===== config.mk =====
export PLATFORM = sky130hd
export DESIGN_NAME = pipe_share_ctrl
export DESIGN_NICKNAME = d
export VERILOG_FILES = /design/src/rtl/pipe_share_pkg.sv /design/src/rtl/pipe_stage.sv /design/src/rtl/pipe_share_ctrl.sv
export SDC_FILE = /design/constraint.sdc
export NUM_CORES = 1
export LEC_CHECK = 0
export ABC_AREA = 0
export CAP_MARGIN = 30
export CORE_MARGIN = 1
export CORE_UTILIZATION = 48
export DETAILED_ROUTE_END_ITERATION = 10
export GPL_TIMING_DRIVEN = 0
export PLACE_DENSITY = 0.83
export SLEW_MARGIN = 20
export SYNTH_ARGS = -nofsm -noshare
export SYNTH_HDL_FRONTEND = slang
export SYNTH_SLANG_ARGS = --single-unit

===== constraint.sdc =====
create_clock -name clk -period 5.3 [get_ports clk]
set_input_delay 0.53 -clock clk [delete_from_list [all_inputs] [get_ports clk]]
set_output_delay 0.53 -clock clk [all_outputs]
set_load 0.01 [all_outputs]

===== src/rtl/pipe_share_pkg.sv =====
// Shared types for the two-requester pipeline controller: FSM states, source tag,
// per-stage tag record and the round-robin pick helper.
package pipe_share_pkg;

  typedef enum logic [0:0] {ST_RUN, ST_DRAIN} state_e;

  typedef logic src_t;

  // Data is carried alongside the tag so the record width follows the instance WIDTH.
  typedef struct packed {
    logic valid;
    src_t src;
  } stage_tag_t;

  // Single valid requester wins outright; on contention the one not granted last wins.
  function automatic src_t rr_pick(logic v0, logic v1, src_t last_grant);
    if (v0 && !v1) return 1'b0;
    if (v1 && !v0) return 1'b1;
    return ~last_grant;
  endfunction

endpackage


===== src/rtl/pipe_stage.sv =====
// One pipeline register stage holding {valid, src, data}; clr drops the valid bit
// and wins over en.
module pipe_stage
  import pipe_share_pkg::*;
#(
  parameter int unsigned WIDTH = 4
) (
  input  logic             clk,
  input  logic             rst_n,
  input  logic             en,
  input  logic             clr,
  input  stage_tag_t       d_tag,
  input  logic [WIDTH-1:0] d_data,
  output stage_tag_t       q_tag,
  output logic [WIDTH-1:0] q_data
);

  always_ff @(posedge clk or negedge rst_n) begin
    if (!rst_n) begin
      q_tag  <= '0;
      q_data <= '0;
    end else if (clr) begin
      q_tag.valid <= 1'b0;
    end else if (en) begin
      q_tag  <= d_tag;
      q_data <= d_data;
    end
  end

endmodule


===== src/rtl/pipe_share_ctrl.sv =====
// Shares one DEPTH-stage pipeline between two requesters: round-robin arbitration,
// valid/ready load into stage 0, flush, drain sequencing and occupancy count.
module pipe_share_ctrl
  import pipe_share_pkg::*;
#(
  parameter int unsigned WIDTH = 4,
  parameter int unsigned DEPTH = 2
) (
  input  logic                         clk,
  input  logic                         rst_n,
  input  logic                         req0_valid,
  input  logic [WIDTH-1:0]             req0_data,
  output logic                         req0_ready,
  input  logic                         req1_valid,
  input  logic [WIDTH-1:0]             req1_data,
  output logic                         req1_ready,
  input  logic                         flush,
  input  logic                         drain,
  output logic                         drain_done,
  output logic                         out_valid,
  output logic [WIDTH-1:0]             out_data,
  output logic                         out_src,
  input  logic                         out_ready,
  output logic [$clog2(DEPTH+1)-1:0]   count
);

  localparam int unsigned CW = $clog2(DEPTH + 1);

  state_e           state_q, state_d;
  src_t             last_grant_q, last_grant_d;
  logic [CW-1:0]    count_q, count_d;

  stage_tag_t       tag_q  [DEPTH];
  logic [WIDTH-1:0] data_q [DEPTH];

  stage_tag_t       in_tag;
  logic [WIDTH-1:0] in_data;
  src_t             win;
  logic             advance, accept, pop, load_ok;

  assign out_valid = tag_q[DEPTH-1].valid;
  assign out_src   = tag_q[DEPTH-1].src;
  assign out_data  = data_q[DEPTH-1];
  assign count     = count_q;

  always_comb begin
    advance = ~(out_valid & ~out_ready);
    win     = rr_pick(req0_valid, req1_valid, last_grant_q);
    // rst_n gating keeps ready low while reset is held.
    load_ok = advance & ~flush & (state_q == ST_RUN) & rst_n;

    req0_ready = req0_valid & (win == 1'b0) & load_ok;
    req1_ready = req1_valid & (win == 1'b1) & load_ok;
    accept     = req0_ready | req1_ready;
    pop        = out_valid & out_ready;

    in_tag.valid = accept;
    in_tag.src   = win;
    in_data      = win ? req1_data : req0_data;

    last_grant_d = accept ? win : last_grant_q;

    if (flush) begin
      count_d = '0;
    end else begin
      count_d = count_q + CW'(accept) - CW'(pop);
    end

    state_d = state_q;
    unique case (state_q)
      ST_RUN:   if (drain)  state_d = ST_DRAIN;
      ST_DRAIN: if (!drain) state_d = ST_RUN;
      default:  state_d = ST_RUN;
    endcase

    drain_done = (state_q == ST_DRAIN) && (count_q == '0);
  end

  always_ff @(posedge clk or negedge rst_n) begin
    if (!rst_n) begin
      state_q      <= ST_RUN;
      last_grant_q <= 1'b1;
      count_q      <= '0;
    end else begin
      state_q      <= state_d;
      last_grant_q <= last_grant_d;
      count_q      <= count_d;
    end
  end

  for (genvar i = 0; i < DEPTH; i++) begin : g_stage
    if (i == 0) begin : g_head
      pipe_stage #(.WIDTH(WIDTH)) u_stage (
        .clk    (clk),
        .rst_n  (rst_n),
        .en     (advance),
        .clr    (flush),
        .d_tag  (in_tag),
        .d_data (in_data),
        .q_tag  (tag_q[i]),
        .q_data (data_q[i])
      );
    end else begin : g_body
      pipe_stage #(.WIDTH(WIDTH)) u_stage (
        .clk    (clk),
        .rst_n  (rst_n),
        .en     (advance),
        .clr    (flush),
        .d_tag  (tag_q[i-1]),
        .d_data (data_q[i-1]),
        .q_tag  (tag_q[i]),
        .q_data (data_q[i])
      );
    end
  end

endmodule

==> results of run 1 <==
cell type report:
class	instances	share of cell area [%]
timing repair buffer	25	22.3
inverter	2	0.670
buffer	6	4.13
clock buffer	4	3.24
sequential	16	35.8
tap	16	1.79
multi-input combinational	47	32.0
worst reg2reg max path: stages, from the launching register on:
cell	delay (ns)
dfrtp_1	0.41
nor2b_4	0.13
buf_6	0.13
or3_4	0.40
or2_1	0.24
ha_1	0.28
inv_1	0.05
ha_1	0.18
xnor2_1	0.15
nor2_1	0.06
cell usage after synthesis, drive strengths merged:
master / n
mux2: 6
nand2b: 1
a311oi: 4
and2: 1
inv: 2
ha: 2
xnor2: 1
a21boi: 1
nor3b: 1
a21bo: 1
or3: 1
dfstp: 1
nor4: 1
nand3b: 1
dfrtp: 15
o22a: 1
o21ai: 6
buf: 6
or2: 2
nor2b: 2
a2bb2oi: 4
xor2: 1
nor2: 8
nand2: 2
layer usage:
layer  routed length (µm)  track usage (%)  share of wire, %
met5                    0                0                 0
met2                  841             33.4                50
met1                  751             29.4                44
met3                   71             5.53               4.2
met4                   31             12.7               1.8
final timing paths:
check	start	depth (start not counted)	endpoint
hold / removal	g_stage[1].g_body.u_stage.q_data[3]$_DFFE_PN0N_	1	g_stage[1].g_body.u_stage.q_data[3]$_DFFE_PN0N_
max in group asynchronous	rst_n	1	count[1]$_DFF_PN0_
setup reg to reg	g_stage[1].g_body.u_stage.q_tag[1]$_DFFE_PN0P_	9	count[1]$_DFF_PN0_
hold reg to reg	g_stage[1].g_body.u_stage.q_data[3]$_DFFE_PN0N_	1	g_stage[1].g_body.u_stage.q_data[3]$_DFFE_PN0N_
setup / recovery	rst_n	5	req1_ready
min in group asynchronous	rst_n	1	g_stage[1].g_body.u_stage.q_data[2]$_DFFE_PN0N_
metrics by stage:
stage / std cells / hold slack, ns / setup WS [ns] / cell area [µm²] / util [%]
finish: 116 / 0.516 / 2.07 / 1120 / 72.7
floorplan: 71 / 0.234 / 3.23 / 815 / -
detailed placement: 112 / 0.497 / 2.05 / 1080 / 70.4
global placement: 112 / 0.479 / 2.07 / 1080 / 70.4
global route: 116 / 0.532 / 1.85 / 1120 / 72.7
CTS: 116 / 0.520 / 2.01 / 1120 / 72.7
cells in the final DEF (no fill, tap or decap), types with 2 or more instances in the layout:
master           count
ha_1                 2
clkbuf_4             3
nor2_1               7
a2bb2oi_1            4
inv_1                2
nand2_1              2
buf_4                4
clkdlybuf4s50_1     25
o21ai_0              6
dfrtp_1             15
mux2_2               6
a311oi_1             4
power by group:
group          switching (W)  leakage (nW)  internal, W
Combinational      0.0000359         0.267    0.0000606
Sequential         0.0000128         0.191     0.000144
Clock              0.0000402        0.0210    0.0000418
logic make-up (layout without fill, tap and decap cells):
logic type,count (synthesis),count (layout)
compound gates,17,17
simple gates,20,20
buf+inv,8,37
xor+xnor,2,2
mux,6,6
flops,16,16
fa+ha+maj,2,2
registers in the layout (all words and copies together) (netlist names):
signal	count
g_stage.g_head.u_stage.q_tag	2
last_grant_q	1
count	2
g_stage.g_body.u_stage.q_data	4
g_stage.g_head.u_stage.q_data	4
g_stage.g_body.u_stage.q_tag	2
state_q	1
==> results_dict.tcl, run 1 <==
set metrics [dict create \
    area_delta_synth_final_pct 37.6 \
    root_buffer "clkbuf_4" \
    wirelength_um 1700 \
    die-height_um 43.2 \
    yosysWarnings 0 \
    rows 14 \
    ys_seq_area_share_pct 49.3 \
    cts_sinks 16 \
    ant_nets 0 \
    ys_ff_latch 16 \
    clk_latency_ns 0.29 \
    synth_simple_gate_area_share_pct 15.1 \
    viasPerCell 5.64 \
    cts.repair.resized 0 \
    path_cells "clkdlybuf4s50_1, nand2b_1, or3_4, nor2_1, clkdlybuf4s50_1" \
    worstSetupPathType "input port to output port" \
    routabilityCongestion 0.718 \
    synth_fa_ha_area_share_pct 3.07 \
    cp-end-kind "output port" \
    setup_tns_ns 0 \
    multi_input_area_um2 359 \
    clk_pin_slew_ns 0.10 \
    avgSynthCellArea_um2 11.5 \
    synth_fp_nets 88 \
    port_buffers 25 \
    die_w_um 43.2 \
    synth_compound_area_share_pct 15.5 \
    relSlewSlack_pct 51.8 \
    hold_buffers 0 \
    cpPeakStageDelay_ns 0.93 \
    hp-class "flop to flop" \
    grt_usage_pct 22.4 \
    grt_pass1_vias 653 \
    cpMostUsedCell "clkdlybuf4s50_1" \
    power_density_nw_per_um2 299 \
    cts_buffer_depth 2 \
    coreArea_um2 1540 \
    grt_pass1_wl_um 2950 \
    cp_num_buf_inv 2 \
    fin_skew_ns 0.00350 \
    diodes 0 \
    rsz0062_at_grt "false" \
    drc_errors 0 \
    synth_top_family_by_area "compound AO/OA/AOI/OAI gates" \
    yosysTopAreaCellShare_pct 46.1 \
    grt_max_degree 18 \
    drtIter0Drc 15 \
    r2r_slack_ns 3.16 \
    first_pass_iters 4 \
    ys_types 29 \
    initial_utilization_pct 52.8 \
    postCtsSetupBuffers 0 \
    cts_tree "built" \
    drv_slew 0 \
    synthesis.instances 71 \
    drive_above_1_share_pct 22.0 \
    synth.largest_area_cell "dfrtp_1" \
    synthXorXnorAreaFrac_pct 2.15 \
    muxShareOfSynthArea_pct 8.29 \
    cp-start-kind "input port" \
    power.total_w 0.000335 \
    fin_crit_ns 3.23 \
    wl_per_cell_um 14.6 \
    ir_drop_mv 0.196 \
    seq_area_um2 402 \
    io_pins 26 \
    cp_max_fo 17 \
    synth.area.top_cells "dfrtp_1 46%, mux2_2 8.3%, a2bb2oi_1 4.3%" \
    final_nets 118 \
    drv_cap 0 \
    max_slew.worst_pin.slew_ns 0.721 \
    synthesis.area_um2 815 \
    finalHoldViolCount 0 \
    die_area_um2 1870 \
    required_ns 4.77 \
    slowest_stage "clkdlybuf4s50_1" \
    arrival_ns 2.70 \
    num_vias 654 \
    htreeDepth 1 \
    period_share_pct 60.9 \
    leakagePower_nw 0.479 \
    cp_top_family "buffers and inverters" \
    dp_hpwl_um 1200 \
    cts_buffers 3 \
    overflow 0 \
    status "complete, no violations" \
    nFillCells 113 \
    antenna_found_initial 0 \
    setup_violations 0 \
    max_freq_ghz 0.310 \
]
Note: power is estimated with default switching activity, not from simulation.
==> run 2, diff against run 1 <==
Settings changed: CORE_UTILIZATION 48 to 44, PLACE_DENSITY 0.83 to 0.77.
Clock period 5.3 ns to 3 ns, I/O delays scaled along.
==> run 2 against run 1 <==
Compared with the run above: combinational power up 75%; worst hold slack got worse by 0.089 ns; setup slack got worse by 1.8 ns; sequential power up 76%; sequential share of layout area about the same; global-route usage shrank 4.2 points; register-to-register slack got worse by 2.3 ns; clock skew increased by 0.011 ns; cell count increased by 7.8%.
==> results_dict.tcl, run 2 (synthesis results as in run 1) <==
set metrics [dict create \
    final_cell_area_um2 1120 \
    antenna_found_initial 0 \
    final_nets 118 \
    relSlewSlack_pct 52.3 \
    drive_above_1_share_pct 21.0 \
    fin_crit_ns 2.75 \
    required_ns 2.70 \
    dp_hpwl_um 1250 \
    groute.layer.met3.usage_pct 7.20 \
    cpMostUsedCell "clkdlybuf4s50_1" \
    post_dp_cell_area_um2 1100 \
    max_freq_ghz 0.364 \
    die-height_um 45.0 \
    setup_tns_ns 0 \
    io_pins 26 \
    wirelength_um 1580 \
    postCtsSetupBuffers 0 \
    htreeDepth 1 \
    hp-class "input port to asynchronous set/reset pin" \
    worstSetupPathType "input port to output port" \
    drc_errors 0 \
    path_cells "clkdlybuf4s50_1, nand2b_1, or3_4, nor2_1, clkdlybuf4s50_1" \
    grt_max_degree 18 \
    drtIter0Drc 14 \
    viasPerCell 5.13 \
    drv_slew 0 \
    die_w_um 45.0 \
    cts_tree "built" \
    area_delta_synth_final_pct 37.8 \
    die_area_um2 2030 \
    finalHoldViolCount 0 \
    rows 15 \
    top_usage_layer "met2" \
    initial_utilization_pct 47.2 \
    clk_latency_ns 0.29 \
    root_buffer "clkbuf_4" \
    final_common_cell "clkdlybuf4s50_1" \
    clk_pin_slew_ns 0.09 \
    use_met1_pct 20.6 \
    reg_top3 "g_stage.g_head.u_stage.q_data: 4 flops, g_stage.g_body.u_stage.q_data: 4 flops" \
    arrival_ns 2.45 \
    period_share_pct 91.7 \
    grt_usage_pct 18.3 \
    leakagePower_nw 0.473 \
    power_density_nw_per_um2 499 \
    grt_pass1_wl_um 2580 \
    cts_buffer_depth 2 \
    slowest_stage "clkdlybuf4s50_1" \
    hold_buffers 0 \
    status "complete, no violations" \
    cp-end-kind "output port" \
    layout_common_cells "25 x clkdlybuf4s50_1, 15 x dfrtp_1, 7 x nor2_1" \
    coreArea_um2 1730 \
    cpPeakStageDelay_ns 0.93 \
    cts.repair.resized 0 \
    fin_skew_ns 0.0145 \
    rsz0062_at_grt "false" \
    diodes 0 \
    drv_cap 0 \
    cts_sinks 16 \
    max_slew.worst_pin.slew_ns 0.713 \
    port_buffers 25 \
    met2_usage_pct 32.5 \
    grt_pass1_vias 621 \
    cp_max_fo 17 \
    routabilityCongestion 0.778 \
    ant_nets 0 \
    cp-start-kind "input port" \
    num_vias 641 \
    first_pass_iters 4 \
    power.total_w 0.000560 \
    ir_drop_mv 0.409 \
    overflow 0 \
    setup_violations 0 \
    cts_buffers 3 \
    wl_per_cell_um 12.6 \
]
run 2: cell count changes in the layout (fill, tap and decap cells not counted):
cell,before,now
clkbuf_8,1,0
clkbuf_1,0,1
run 2: final cells by class:
class                   count  area, µm²
clock buffers               4       26.3
multi-input cells          47        359
well taps                  25       31.3
repair buffers             25        250
inverters                   2       7.51
flip-flops and latches     16        402
plain buffers               6       46.3
fillers                   151        604
run 2: power breakdown:
group | switching [W] | leakage [nW] | internal [W]
Sequential | 0.0000227 | 0.191 | 0.000254
Combinational | 0.0000625 | 0.267 | 0.000107
Clock | 0.0000619 | 0.0150 | 0.0000517
run 2: critical path, delay by kind of cell:
kind	cells	cell delay (ns)
and+or+nand+nor	3	0.67
buffers and inverters	2	1.48
run 2: worst paths after layout:
check,start,end,slack (ns),depth (start not counted)
max,rst_n,req1_ready,0.25,5
min,rst_n,g_stage[1].g_body.u_stage.q_data[0]$_DFFE_PN0N_,0.43,1
max reg2reg,g_stage[1].g_body.u_stage.q_tag[1]$_DFFE_PN0P_,count[1]$_DFF_PN0_,0.87,9
min reg2reg,g_stage[0].g_head.u_stage.q_tag[0]$_DFFE_PN0N_,g_stage[1].g_body.u_stage.q_tag[0]$_DFFE_PN0N_,0.50,1
max in group asynchronous,rst_n,g_stage[1].g_body.u_stage.q_data[2]$_DFFE_PN0N_,2.10,1
min in group clk,drain,state_q$_DFF_PN0_,0.46,1
run 2: routing by layer:
metal	vias up	share of wire, %
met4	0	0.95
met3	2	3.9
li1	307	-
met5	-	0
met2	14	53
met1	318	42
run 2: metrics by stage:
step / worst slack [ns] / util, % / cells / hold slack (ns)
floorplan: 0.950 / - / 71 / 0.00441
global placement: 0.123 / 63.5 / 121 / 0.481
detailed placement: 0.107 / 63.5 / 121 / 0.491
CTS: 0.194 / 65.0 / 125 / 0.454
global route: 0.0668 / 65.0 / 125 / 0.439
finish: 0.249 / 65.0 / 125 / 0.427
==> run 3, diff against run 2 <==
Settings changed: CORE_ASPECT_RATIO set to 1.4, RECOVER_POWER set to 100.
==> run 3 against run 2 <==
Compared with the run above: register-to-register slack worse by 0.12 ns; non-clock buffer count is the same; utilization shrank 2.4 points; via count rose by 4.7%; clock skew fell by 0.011 ns; combinational power is 5% lower; critical endpoint unchanged; largest power group unchanged.
==> results_dict.tcl, run 3 (synthesis results as in run 1) <==
set metrics [dict create \
    status "complete, no violations" \
    clk_latency_ns 0.29 \
    period_share_pct 86.1 \
    first_pass_iters 4 \
    die-height_um 52.9 \
    fin_crit_ns 2.58 \
    clk_pin_slew_ns 0.09 \
    p_switching_w 0.000156 \
    io_pins 26 \
    arrival_ns 2.28 \
    leakagePower_nw 0.478 \
    final_common_cell "dfrtp_1" \
    combinationalPowerShare_pct 27.6 \
    fin_skew_ns 0.00371 \
    drv_cap 0 \
    coreArea_um2 1760 \
    antenna_found_initial 0 \
    grt_pass1_vias 661 \
    cp-end-kind "output port" \
    grt_max_degree 18 \
    grt_usage_pct 19.5 \
    power.share.sequential_pct 47.8 \
    area_delta_synth_final_pct 35.0 \
    hp-class "input port to asynchronous set/reset pin" \
    routabilityCongestion 0.759 \
    initial_utilization_pct 46.4 \
    wl_per_cell_um 14.3 \
    final_cell_area_um2 1100 \
    grt_pass1_wl_um 2680 \
    cts_buffers 3 \
    power_density_nw_per_um2 529 \
    die_area_um2 2030 \
    max_slew.worst_pin.slew_ns 0.897 \
    drtIter0Drc 11 \
    setup_tns_ns 0 \
    overflow 0 \
    post_dp_cell_area_um2 1090 \
    cts_sinks 16 \
    layout_common_cells "15 x dfrtp_1, 13 x clkdlybuf4s50_1, 11 x dlygate4sd3_1" \
    cts_tree "built" \
    cp-start-kind "input port" \
    rsz0062_at_grt "false" \
    final_nets 118 \
    die_w_um 38.4 \
    drc_errors 0 \
    wirelength_um 1720 \
    worstSetupPathType "input port to output port" \
    viasPerCell 5.59 \
    max_freq_ghz 0.387 \
    p_clk_share_pct 24.6 \
    num_vias 671 \
    dp_hpwl_um 1230 \
    drive_above_1_share_pct 19.0 \
    ir_drop_mv 0.366 \
    port_buffers 25 \
    finalHoldViolCount 0 \
    internal_power_w 0.000425 \
    root_buffer "clkbuf_4" \
    required_ns 2.70 \
    whs_ns 0.103 \
    reg_top3 "g_stage.g_head.u_stage.q_data: 4 flops, g_stage.g_body.u_stage.q_data: 4 flops" \
    diodes 0 \
    rows 18 \
    setup_violations 0 \
    htreeDepth 1 \
    p_sw_share_pct 26.9 \
    relSlewSlack_pct 40.2 \
    cts_buffer_depth 2 \
    drv_slew 0 \
    cp_max_fo 9 \
    nFillCells 163 \
    ant_nets 0 \
]
[run 3: cell types whose count changed in the layout (fill, tap and decap cells not counted), sizes merged]
cell and change:
clkbuf +2, buf -1, clkdlybuf4s50 -12, dlygate4sd3 +11
[run 3: per-layer routing]
| metal | GRT usage [%] | vias to the layer above | share of wire, % |
|---|---|---|---|
| met1 | 22.4 | 327 | 42 |
| met3 | 2.52 | 7 | 4.3 |
| met4 | 12.1 | 0 | 3.3 |
| li1 | - | 311 | - |
| met5 | 0 | - | 0 |
| met2 | 33.1 | 26 | 51 |
[run 3: per-stage QoR]
stage | power (W) | util (%) | setup WS [ns] | std cells
5_1_grt | 0.000615 | 62.6 | 0.213 | 120
3_5_place_dp | 0.000452 | 62.0 | 0.0292 | 116
2_1_floorplan | 0.000370 | - | 0.950 | 71
3_3_place_gp | 0.000447 | 62.0 | 0.0784 | 116
4_1_cts | 0.000597 | 64.1 | 0.152 | 120
6_report | 0.000582 | 62.6 | 0.418 | 120
[run 3: power groups by stage]
| stage | registers, W | clock network [W] | logic (W) |
|---|---|---|---|
| after floorplan | 0.000279 | 0 | 0.0000915 |
| after global placement | 0.000280 | 0 | 0.000167 |
| after detailed placement | 0.000282 | 0 | 0.000171 |
| after CTS | 0.000278 | 0.000146 | 0.000173 |
| after global routing | 0.000283 | 0.000158 | 0.000174 |
| final | 0.000278 | 0.000143 | 0.000160 |
[run 3: worst max-delay path: stages]
cell             delay (ns)
dlygate4sd3_1          0.59
nor2b_4                0.05
clkbuf_1               0.20
or3_1                  0.47
nor2_1                 0.13
clkdlybuf4s50_1        0.54
[run 3: final timing paths]
path                                                                     start                                              end  slack, ns  cells past startpoint
worst max-delay path                                                 out_ready                                       req1_ready       0.42                      6
worst min-delay path                                                     rst_n  g_stage[1].g_body.u_stage.q_data[3]$_DFFE_PN0N_       0.10                      1
worst max register to register  g_stage[1].g_body.u_stage.q_tag[1]$_DFFE_PN0P_                               count[0]$_DFF_PN0_       0.75                      8
worst min register to register  g_stage[0].g_head.u_stage.q_tag[0]$_DFFE_PN0N_   g_stage[0].g_head.u_stage.q_tag[0]$_DFFE_PN0N_       0.51                      1
max in group asynchronous                                                rst_n   g_stage[0].g_head.u_stage.q_tag[1]$_DFFE_PN0P_       2.35                      1
min in group clk                g_stage[0].g_head.u_stage.q_tag[0]$_DFFE_PN0N_   g_stage[0].g_head.u_stage.q_tag[0]$_DFFE_PN0N_       0.51                      1
[run 3: what timing repair did]
action	4_1_cts	5_1_grt
setup buffers	0	0
gates resized for setup	0	1
endpoints found under the hold margin	0	0
setup endpoints to repair	0	1
hold buffers	0	0
[run 3: area by class of cell]
type,count,area (µm²),share of cell area (%)
sequential,16,402,36.5
multi-input combinational,47,347,31.5
timing repair buffer,25,244,22.2
buffer,6,38.8,3.53
clock buffer,4,36.3,3.30
tap,20,25.0,2.28
inverter,2,7.51,0.683
